**config.mk**
```make
export PLATFORM = sky130hd
export DESIGN_NAME = product_accumulator
export DESIGN_NICKNAME = d
export VERILOG_FILES = /design/src/rtl/product_accumulator.sv
export SDC_FILE = /design/constraint.sdc
export NUM_CORES = 1
export LEC_CHECK = 0
export CAP_MARGIN = 15
export CORE_ASPECT_RATIO = 1.5
export CORE_MARGIN = 4
export CORE_UTILIZATION = 41
export CTS_BUF_LIST = sky130_fd_sc_hd__clkbuf_4
export DETAILED_ROUTE_END_ITERATION = 7
export SYNTH_ARGS = -nofsm -noshare
export SYNTH_HDL_FRONTEND = slang
export SYNTH_SLANG_ARGS = --single-unit
```
**constraint.sdc**
```tcl
create_clock -name clk -period 2.8 [get_ports clk]
set_clock_uncertainty 0.2 [all_clocks]
set_input_delay 0.28 -clock clk [delete_from_list [all_inputs] [get_ports clk]]
set_output_delay 0.28 -clock clk [all_outputs]
set_load 0.05 [all_outputs]
```
**src/rtl/product_accumulator.sv**
```systemverilog
// Group accumulator for the multiplier product stream: sums `len` consecutive
// unsigned products with saturation and presents each total on a valid/ready port.
module product_accumulator #(
  parameter int unsigned IN_W  = 16,
  parameter int unsigned ACC_W = 24,
  parameter int unsigned CNT_W = 8
) (
  input  logic             clk,
  input  logic             rst,
  input  logic             in_valid,
  output logic             in_ready,
  input  logic [IN_W-1:0]  in_data,
  input  logic [CNT_W-1:0] len,
  output logic             out_valid,
  input  logic             out_ready,
  output logic [ACC_W-1:0] out_data,
  output logic             out_ovf,
  output logic             busy
);

  localparam int unsigned SUM_W = ACC_W + 1;

  typedef enum logic [1:0] {
    IDLE = 2'd0,
    ACC  = 2'd1,
    DONE = 2'd2
  } state_t;

  state_t           state;
  logic [ACC_W-1:0] acc;
  logic [CNT_W-1:0] cnt;
  logic [CNT_W-1:0] target;
  logic             ovf;

  logic             accept_c;
  logic [SUM_W-1:0] sum_c;
  logic [CNT_W-1:0] cnt_inc_c;

  // One extra bit on the sum exposes the carry used for saturation.
  always_comb begin
    accept_c  = in_valid && in_ready;
    sum_c     = {1'b0, acc} + SUM_W'(in_data);
    cnt_inc_c = cnt + CNT_W'(1);
  end

  // State, datapath and handshake flags all update together so the outputs
  // come straight from flops.
  always_ff @(posedge clk or negedge rst) begin
    if (!rst) begin
      state     <= IDLE;
      acc       <= '0;
      cnt       <= '0;
      target    <= '0;
      ovf       <= 1'b0;
      in_ready  <= 1'b1;
      busy      <= 1'b0;
      out_valid <= 1'b0;
    end else begin
      case (state)
        IDLE: begin
          if (accept_c) begin
            acc    <= ACC_W'(in_data);
            cnt    <= CNT_W'(1);
            target <= (len == '0) ? CNT_W'(1) : len;
            ovf    <= 1'b0;
            busy   <= 1'b1;
            // len of 0 or 1 is a single-beat group
            if (len <= CNT_W'(1)) begin
              state     <= DONE;
              in_ready  <= 1'b0;
              out_valid <= 1'b1;
            end else begin
              state <= ACC;
            end
          end
        end
        ACC: begin
          if (accept_c) begin
            if (sum_c[ACC_W]) begin
              acc <= '1;
              ovf <= 1'b1;
            end else begin
              acc <= sum_c[ACC_W-1:0];
            end
            cnt <= cnt_inc_c;
            if (cnt_inc_c == target) begin
              state     <= DONE;
              in_ready  <= 1'b0;
              out_valid <= 1'b1;
            end
          end
        end
        DONE: begin
          if (out_ready) begin
            state     <= IDLE;
            in_ready  <= 1'b1;
            busy      <= 1'b0;
            out_valid <= 1'b0;
          end
        end
        default: begin
          state     <= IDLE;
          in_ready  <= 1'b1;
          busy      <= 1'b0;
          out_valid <= 1'b0;
        end
      endcase
    end
  end

  assign out_data = acc;
  assign out_ovf  = ovf;

endmodule

```
### Yosys cells after proc, flatten, opt, wreduce, memory -nomap -nowiden

Cells that the tools add are included.

* muxes and demuxes: 32
* add/sub/neg operators: 2
* $lt $le $gt $ge: 1
* reduce and logical (&&, ||, !) cells: 10
* bitwise gates (word level): 1
* equal/unequal tests: 9

Operators with widths (number)
* $mux 24: 3
* $pmux 24 s2: 1
* $add 24x16->25: 1
* $mux 8: 3
* $pmux 8 s2: 1
* $mux 1: 14
* $ne 2x2->1 const B: 6
* $mux 2: 5
* $pmux 1 s3: 3
* $add 8x1->8 const B: 1
* $eq 8x8->1: 1
* $le 8x1->1 const B: 1
* $logic_not 8->1: 1
* $reduce_and 4->1: 2
* $pmux 2 s3: 1
* $reduce_and 3->1: 2
* $reduce_and 5->1: 1
* $eq 2x1->1 const B: 1
* $eq 2x2->1 const B: 1
* $logic_not 2->1: 1
* $pmux 1 s2: 1
* $reduce_and 2->1: 1
* $reduce_bool 2->1: 1
* $logic_and 1x1->1: 1
* $not 1->1: 1

* register bits: 46
* output and inout bits: 28
* logic and storage cells: 63

### Longest topological paths before layout

Gate-level depths: netlist of the first run.

* depth in word-level cells: 5
* mapped depth: 11
* depth with buffers taken out: 10

### Worst setup path before layout of the first run

Ideal clock, no wire load.

* path kind: register to register
* start: register acc[0], in the netlist out_data[0]
* end: register acc[10], in the netlist out_data[10]
* path slack: -0.050 ns
* arrival: 2.573 ns
* stages on the path, launching flop included: 12
* path buffers: 1
* period minus slack after synthesis: 2.850 ns
* cells stage by stage: dfrtp_1 -> ha_1 -> inv_1 -> fa_1 -> nor2b_1 -> o2111ai_1 -> a31oi_1 -> a2bb2oi_2 -> nor2_4 -> nor2_1 -> buf_2 -> a21oi_1

* word-level cells in the longest chain between the ends: 4

RTL lines
* start, declared: RTL line 30 `logic [ACC_W-1:0] acc;`
* start signal, assigned: RTL line 62 `acc <= ACC_W'(in_data);`
* start signal, assigned: RTL line 83 `acc <= sum_c[ACC_W-1:0];`
* $add 24x16->25: RTL line 42 `sum_c = {1'b0, acc} + SUM_W'(in_data);`
* $mux 24: RTL line 79 `if (sum_c[ACC_W]) begin`
* $mux 24: RTL line 78 `if (accept_c) begin`
* $pmux 24 s2: RTL line 59 `case (state)`

No other way between the ends. The select of a mux whose other input is x is not followed.
A chain may end at the register's enable or synchronous reset.

### Final worst setup path of the first run

* start: input in_data[0]
* end: register acc[21], in the netlist out_data[21]

* word-level cells in the longest chain between the ends: 4

RTL lines
* start, declared: RTL line 12 `input logic [IN_W-1:0] in_data,`
* $add 24x16->25: RTL line 42
* $mux 24: RTL line 79
* $mux 24: RTL line 78
* $pmux 24 s2: RTL line 59

No other way between the ends. The select of a mux whose other input is x is not followed.

==> results by group, run 1 <==
Floorplanning
  • Die Y: approximately 110 um
  • Rows: 38
  • # IOs: 56
  • Core area: roughly 7300 um^2
  • Initial Util: 0.4235
  • Die width: approximately 80 um
  • Die area: between 8000 and 9000 um^2

STA
  • Crit share post-route: 0.9486
  • Final setup fails: 0
  • Fmax: 376.5 MHz
  • Count of final hold-check violations: 0
  • Slew Viols, Final: 0
  • Final worst slack: 0.1438 ns
  • Relative slew margins: 0.6564
  • RSZ-0062 raised after global routing: false
  • Worst Tran Pin Value: just over 0.5 ns
  • Minimum clock period: about 2.7 ns

Status
  • Status: finished clean

Critical path
  • Crit path kind: input pin to flop
  • R2R setup slack: about 0.15 ns
  • CP bufs+invs: 4
  • Largest fanout on the critical path: 3
  • CP required: around 2.9 ns
  • Critical Path AT: 2.73 ns
  • Critical Path End Type: flop
  • CP peak stage delay: around 0.50 ns
  • Worst reg2reg startpoint: out_data[7]
  • Worst r2r dst: out_data[17]
  • Cell mode on critical path: buf_4
  • Worst reg-to-reg path cell count: 9
  • Startpoint Class: input pin
  • Critical-path cell list: clkdlybuf4s50_1 > ha_1 > inv_1 > fa_1 > nor2b_2 > o2111ai_1 > a31oi_1 > buf_4 > a2bb2oi_2 > nor2_4 > buf_4 > nor4b_1 > nor4_1
  • Critical Path Slowest Stage Cell: clkdlybuf4s50_1
  • Cell family with most CP delay: buffers and inverters

CTS
  • CTS Buffer Depth: 2
  • CTS tree: done
  • Clock slew at reported path FFs: around 0.14 ns
  • CTS H-tree lvls: 2
  • Clock latency at the later pin of the worst-skew pair: 0.36 ns
  • Num CTS Buffers: 5
  • Root buffer cell: clkbuf_4
  • Clk sinks: 46

Layout
  • Nets: 492
  • Final Util: 0.5746
  • Layout area overhead: 35.70%
  • Area taken by multi-input logic gates: ~1900 um^2
  • Register area: around 1200 um^2
  • Fill count: around 720
  • Antenna diodes: 0
  • Layout cell share with drive strength beyond 1: 0.1767
  • Post-route cell area: approximately 4200 um^2

Placed design
  • Hpwl dp: approximately 6200 um
  • DP Worst Slack: -0.4182 ns
  • Dpl cell area: 4093 um^2
  • Routability cong.: between 0.8 and 0.9
  • Port-buffer cells: between 50 and 60

Routing
  • Final ANT Viol Nets: 0
  • DR pass1 iterations: 4
  • Detailed-route via count: 2941
  • # DRC: 0
  • Aggregate routed wire length: just over 8000 um
  • Via/cell ratio: roughly 5.4
  • Starting DRC count in detailed routing: around 110
  • Wirelength per Cell: about 15 um

GRT
  • Vias in the first global route: 3016
  • Initial antenna violation count: 0
  • Global-route usage over all layers: 0.1909
  • First-pass GRT wire length: approximately 14000 um
  • GRT overflow: 0
  • Largest net degree at the start of global routing: 35

Synth
  • Synth Instances: 345
  • Mean Syn Cell Area: 8.929 um^2
  • Yosys warns: 0
  • Yosys cell types: between 50 and 60
  • Register bit total from synthesis: between 40 and 50
  • Sequential area share after synthesis: 0.3741
  • FFs w/ async S/R, synth: 1.000
  • Synthesized cell area: between 3000 and 4000 um^2
  • Main flop type after synthesis: dfrtp_1
  • Post-synth EDFFs: 0
  • Post-Syn Nets: 391

Hold path
  • HP Class: input pin to async pin

Power and ir drop
  • Leak pwr: roughly 1.8 nW
  • VDD IR-drop max: between 0.2 and 0.3 mV
  • Pwr dens: 267.3 nW/um^2

Job
  • Maxcap violations: 0
## per-stage QoR
stage,instances,power (mW),hold WS [ns],TNS (ns)
finish,547,1.117,0.2235,0
global route,547,1.179,0.2322,0
CTS,547,1.137,0.2141,0
detailed placement,538,0.8069,0.08470,-6.480
global placement,538,0.8068,0.08532,-5.516
floorplan,345,0.7204,-0.2156,0
## cell type report
class	count	area share
flip-flops and latches	46	0.2760
clock buffers	6	0.01078
multi-input cells	277	0.4463
inverters	10	0.008979
clock inverters	2	0.002394
well taps	100	0.02993
repair buffers	106	0.2257
## layout by cell type (no fill, tap or decap), types with 4 or more instances in the layout
cell and instances:
o21ai_1 8, buf_4 49, ha_1 17, nand2_1 34, and3_1 10, or3_1 12, a21oi_1 30, xnor2_1 15
mux2_2 6, nand2b_1 4, clkdlybuf4s50_1 54, a31oi_1 9, nor2_1 18, o21ai_0 32, inv_1 10, nor3_1 9
dfrtp_1 44, o22ai_1 5, o21a_1 4, nand3_1 5, clkbuf_4 6, a21o_1 5, xor2_1 10
## cell usage after synthesis (2+ instances only)
cell type	instances	area share
dfrtp_1	45	0.37
nor2b_1	2	0.0041
a211oi_1	3	0.0073
o21a_1	4	0.0097
mux2i_1	2	0.0065
o221ai_1	2	0.0057
o22ai_1	5	0.010
inv_1	10	0.012
clkbuf_1	9	0.011
ha_1	17	0.069
o21ai_1	8	0.013
o31ai_1	2	0.0049
nand2b_1	4	0.0081
o21ai_0	32	0.052
nand2_1	34	0.041
nand3_1	5	0.0081
buf_2	2	0.0032
and3_1	10	0.020
nor3_1	9	0.015
mux2_2	6	0.022
nand4_1	2	0.0041
a211o_1	2	0.0057
a31oi_1	9	0.018
or4_1	3	0.0073
a21oi_1	30	0.049
nor2_1	19	0.023
nor4_1	2	0.0041
xor2_1	10	0.028
a21o_1	5	0.012
xnor2_1	15	0.043
or3_1	12	0.024
## report_power, final
| group | internal [mW] | switching (mW) | total, mW |
|---|---|---|---|
| sequential | 0.664 | 0 | 0.664 |
| clock | 0.106 | 0.216 | 0.322 |
| combinational | 0.0737 | 0.0570 | 0.131 |
| total | 0.844 | 0.273 | 1.12 |
## per-layer routing
metal,up-vias,track usage,share of wire
met1,1395,0.2150,0.40
li1,1475,-,-
met5,-,0,0
met2,60,0.3636,0.54
met4,0,0.06534,0.021
met3,11,0.02362,0.037
## worst max-delay path by stage
stage          cells after the start            to  slack, ns         from
2_1_floorplan                     10  out_data[10]       0.06  out_data[1]
3_3_place_gp                      12  out_data[15]      -0.36   in_data[0]
3_5_place_dp                      12  out_data[15]      -0.42   in_data[0]
4_1_cts                            9  out_data[17]       0.13  out_data[7]
5_1_grt                           13  out_data[21]      0.005   in_data[0]
6_report                          13  out_data[21]       0.14   in_data[0]
## repair_timing
| item | in CTS | in global routing |
|---|---|---|
| hold buffers | 1 | 0 |
| setup buffers | 0 | 0 |
| hold endpoints to repair | 18 | 0 |
| endpoints found under the setup margin | 11 | 4 |
| resized for setup | 1 | 4 |
## state kept, by name, summed over array words and instances, names as in the netlist
| name | count |
|---|---|
| in_ready | 1 |
| target | 8 |
| out_data | 24 |
| busy | 1 |
| out_ovf | 1 |
| state | 2 |
| cnt | 8 |
| out_valid | 1 |
## cells by family (layout without fill, tap and decap cells)
logic type / after synthesis / count (layout) / synth area share
simple gates: 111 / 111 / 0.1937
xor+xnor: 25 / 25 / 0.07108
fa+ha+maj: 18 / 18 / 0.07555
flops: 46 / 46 / 0.3741
buf+inv: 22 / 124 / 0.02762
mux: 8 / 8 / 0.02843
compound gates: 115 / 115 / 0.2295
No activity file was read; power rests on OpenSTA's default activity.
==> run 2, diff against run 1 <==
- PLACE_DENSITY: unset -> 0.67
- clock period: 2.8 -> 2.31 ns (I/O delays scaled with it)
==> run 2 against run 1 <==
Clock power up 60%. Largest cell class unchanged. Flip-flop and latch count unchanged. Sequential share of layout area decreased by 3.8 points. Sequential power increased by 21%. Design area rose by 17%. The flow now finishes with violations (negative setup slack). Power up 34%. Final cell count rose by 6.4%. Highest routed layer unchanged.
==> results by group, run 2 (same netlist as run 1, synthesis figures left out) <==
Status
  • Status: finished, violations left
  • Failing checks: negative setup slack

CTS
  • Num CTS Buffers: 5
  • CTS Buffer Depth: 2
  • Clock slew at reported path FFs: around 0.15 ns
  • CTS tree: done
  • Clock latency at the later pin of the worst-skew pair: ~0.37 ns
  • Clk sinks: 46
  • Root buffer cell: clkbuf_4
  • CTS H-tree lvls: 2

STA
  • Setup tns final: -4.810 ns
  • Worst Tran Pin Value: around 0.86 ns
  • RSZ-0062 raised after global routing: true
  • Minimum clock period: roughly 2.6 ns
  • Slew Viols, Final: 0
  • Relative slew margins: 0.4250
  • Crit share post-route: 1.113
  • Final worst slack: -0.2600 ns
  • Count of final hold-check violations: 0
  • Fmax: between 300 and 400 MHz
  • Final setup fails: 25

Hold path
  • WHS Endpoint: out_data[0]
  • HP Class: input pin to flop
  • Hold depth: 3
  • HP Start: in_data[0]

Floorplanning
  • Die area: 8993 um^2
  • Die width: slightly below 80 um
  • Core area: about 7300 um^2
  • Initial Util: 0.4235
  • Rows: 38
  • Die Y: between 100 and 150 um
  • # IOs: 56

GRT
  • Largest net degree at the start of global routing: 37
  • Global-route usage over all layers: 0.2072
  • Initial antenna violation count: 1
  • GRT overflow: 0
  • Vias in the first global route: approximately 3300
  • First-pass GRT wire length: roughly 15000 um

Power and ir drop
  • VDD IR-drop max: between 0.3 and 0.4 mV
  • Leak pwr: 2.035 nW
  • Final total power: approximately 1.5 mW
  • Pwr dens: around 300 nW/um^2

Layout
  • Layout cell share with drive strength beyond 1: 0.3659
  • Layout area overhead: 59.30%
  • Finished Layout Cells: around 580
  • Commonest non-fill, non-tap cell in the layout: buf_4
  • Largest register FFs: 24
  • Final Util: 0.6746
  • Fill count: approximately 580
  • Nets: approximately 530
  • Most frequent cells in the layout: 77 x buf_4, 52 x clkdlybuf4s50_1, 33 x nand2_1

Routing
  • Aggregate routed wire length: approximately 9600 um
  • DR pass1 iterations: 4
  • # DRC: 0
  • Via/cell ratio: between 5 and 6
  • Final ANT Viol Nets: 0
  • Detailed-route via count: 3217
  • Wirelength per Cell: between 15 and 20 um
  • Starting DRC count in detailed routing: 124

Job
  • Maxcap violations: 0

Placed design
  • Hpwl dp: 6459 um
  • DP Worst Slack: -0.7389 ns
  • Dpl cells: ~560
  • Routability cong.: roughly 0.86
  • Port-buffer cells: 55

Critical path
  • Worst r2r dst: out_data[17]
  • Largest fanout on the critical path: 5
  • Worst reg2reg startpoint: out_data[0]
  • Crit path kind: flop to flop
  • CP required: 2.39 ns
  • Startpoint Class: flop
  • Critical Path End Type: flop
  • R2R setup slack: -0.26 ns
  • Worst reg-to-reg path cell count: 12
  • Critical Path AT: 2.65 ns
-- run 2: cell count changes in the layout (fill, tap and decap cells not counted), moves of 4 or more --
cell / change
a21oi_1: -16
dfrtp_2: +13
a21oi_2: +11
buf_6: +4
ha_4: +6
dfrtp_1: -13
a21oi_4: +5
ha_1: -8
buf_4: +28
-- run 2: metal layers --
| layer | global-route usage | share of wire |
|---|---|---|
| met1 | 0.2208 | 0.36 |
| met2 | 0.4027 | 0.56 |
| met3 | 0.02441 | 0.041 |
| met4 | 0.08518 | 0.031 |
| met5 | 0 | 0 |
-- run 2: area by class of cell --
| type | count | area (um^2) | share of cell area |
|---|---|---|---|
| inverters | 10 | 37.54 | 0.007649 |
| multi-input cells | 277 | 2248 | 0.4582 |
| clock buffers | 5 | 37.54 | 0.007649 |
| flip-flops and latches | 46 | 1170 | 0.2384 |
| diodes | 1 | 2.502 | 0.0005099 |
| well taps | 100 | 125.1 | 0.02550 |
| clock inverters | 3 | 45.04 | 0.009179 |
| repair buffers | 140 | 1241 | 0.2529 |
-- run 2: per-stage QoR --
stage | instance area (um^2) | hold slack, ns
final | 4907 | 0.1889
after global routing | 4907 | 0.2080
after CTS | 4634 | 0.1759
after detailed placement | 4299 | 0.1855
after global placement | 4299 | 0.1859
after floorplan | 3179 | -0.2646
-- run 2: timing repair --
item,in CTS,in global routing
endpoints found under the hold margin,34,0
setup buffers,11,6
setup endpoints to repair,28,28
gates cloned,0,1
hold buffers,1,0
pin swaps,21,19
resized for setup,34,32
-- run 2: worst max-delay path: stages (launching register included) --
cell and delay [ns]:
dfrtp_2 0.41, ha_4 0.14, inv_2 0.03, fa_2 0.36, nor2b_4 0.14, o2111ai_2 0.15
a31oi_1 0.21, buf_4 0.17, a2bb2oi_4 0.07, nor2_4 0.16, buf_12 0.14, nor4b_4 0.04
nor4_2 0.26
-- run 2: worst max-delay path by stage --
stage                      from           end  slack [ns]  cells after the start
finish              out_data[0]  out_data[17]       -0.26                     12
global route        out_data[0]  out_data[12]       -0.36                     13
CTS                 out_data[6]  out_data[17]       -0.21                      8
detailed placement   in_data[7]   out_data[2]       -0.74                      9
global placement     in_data[0]   out_data[2]       -0.65                     12
floorplan           out_data[0]  out_data[11]       -0.23                     11
-- run 2: where the power goes --
part           switching (mW)  internal (mW)
Clock                   0.288          0.227
Sequential                  0          0.805
Combinational          0.0851         0.0972
Total                   0.373           1.13
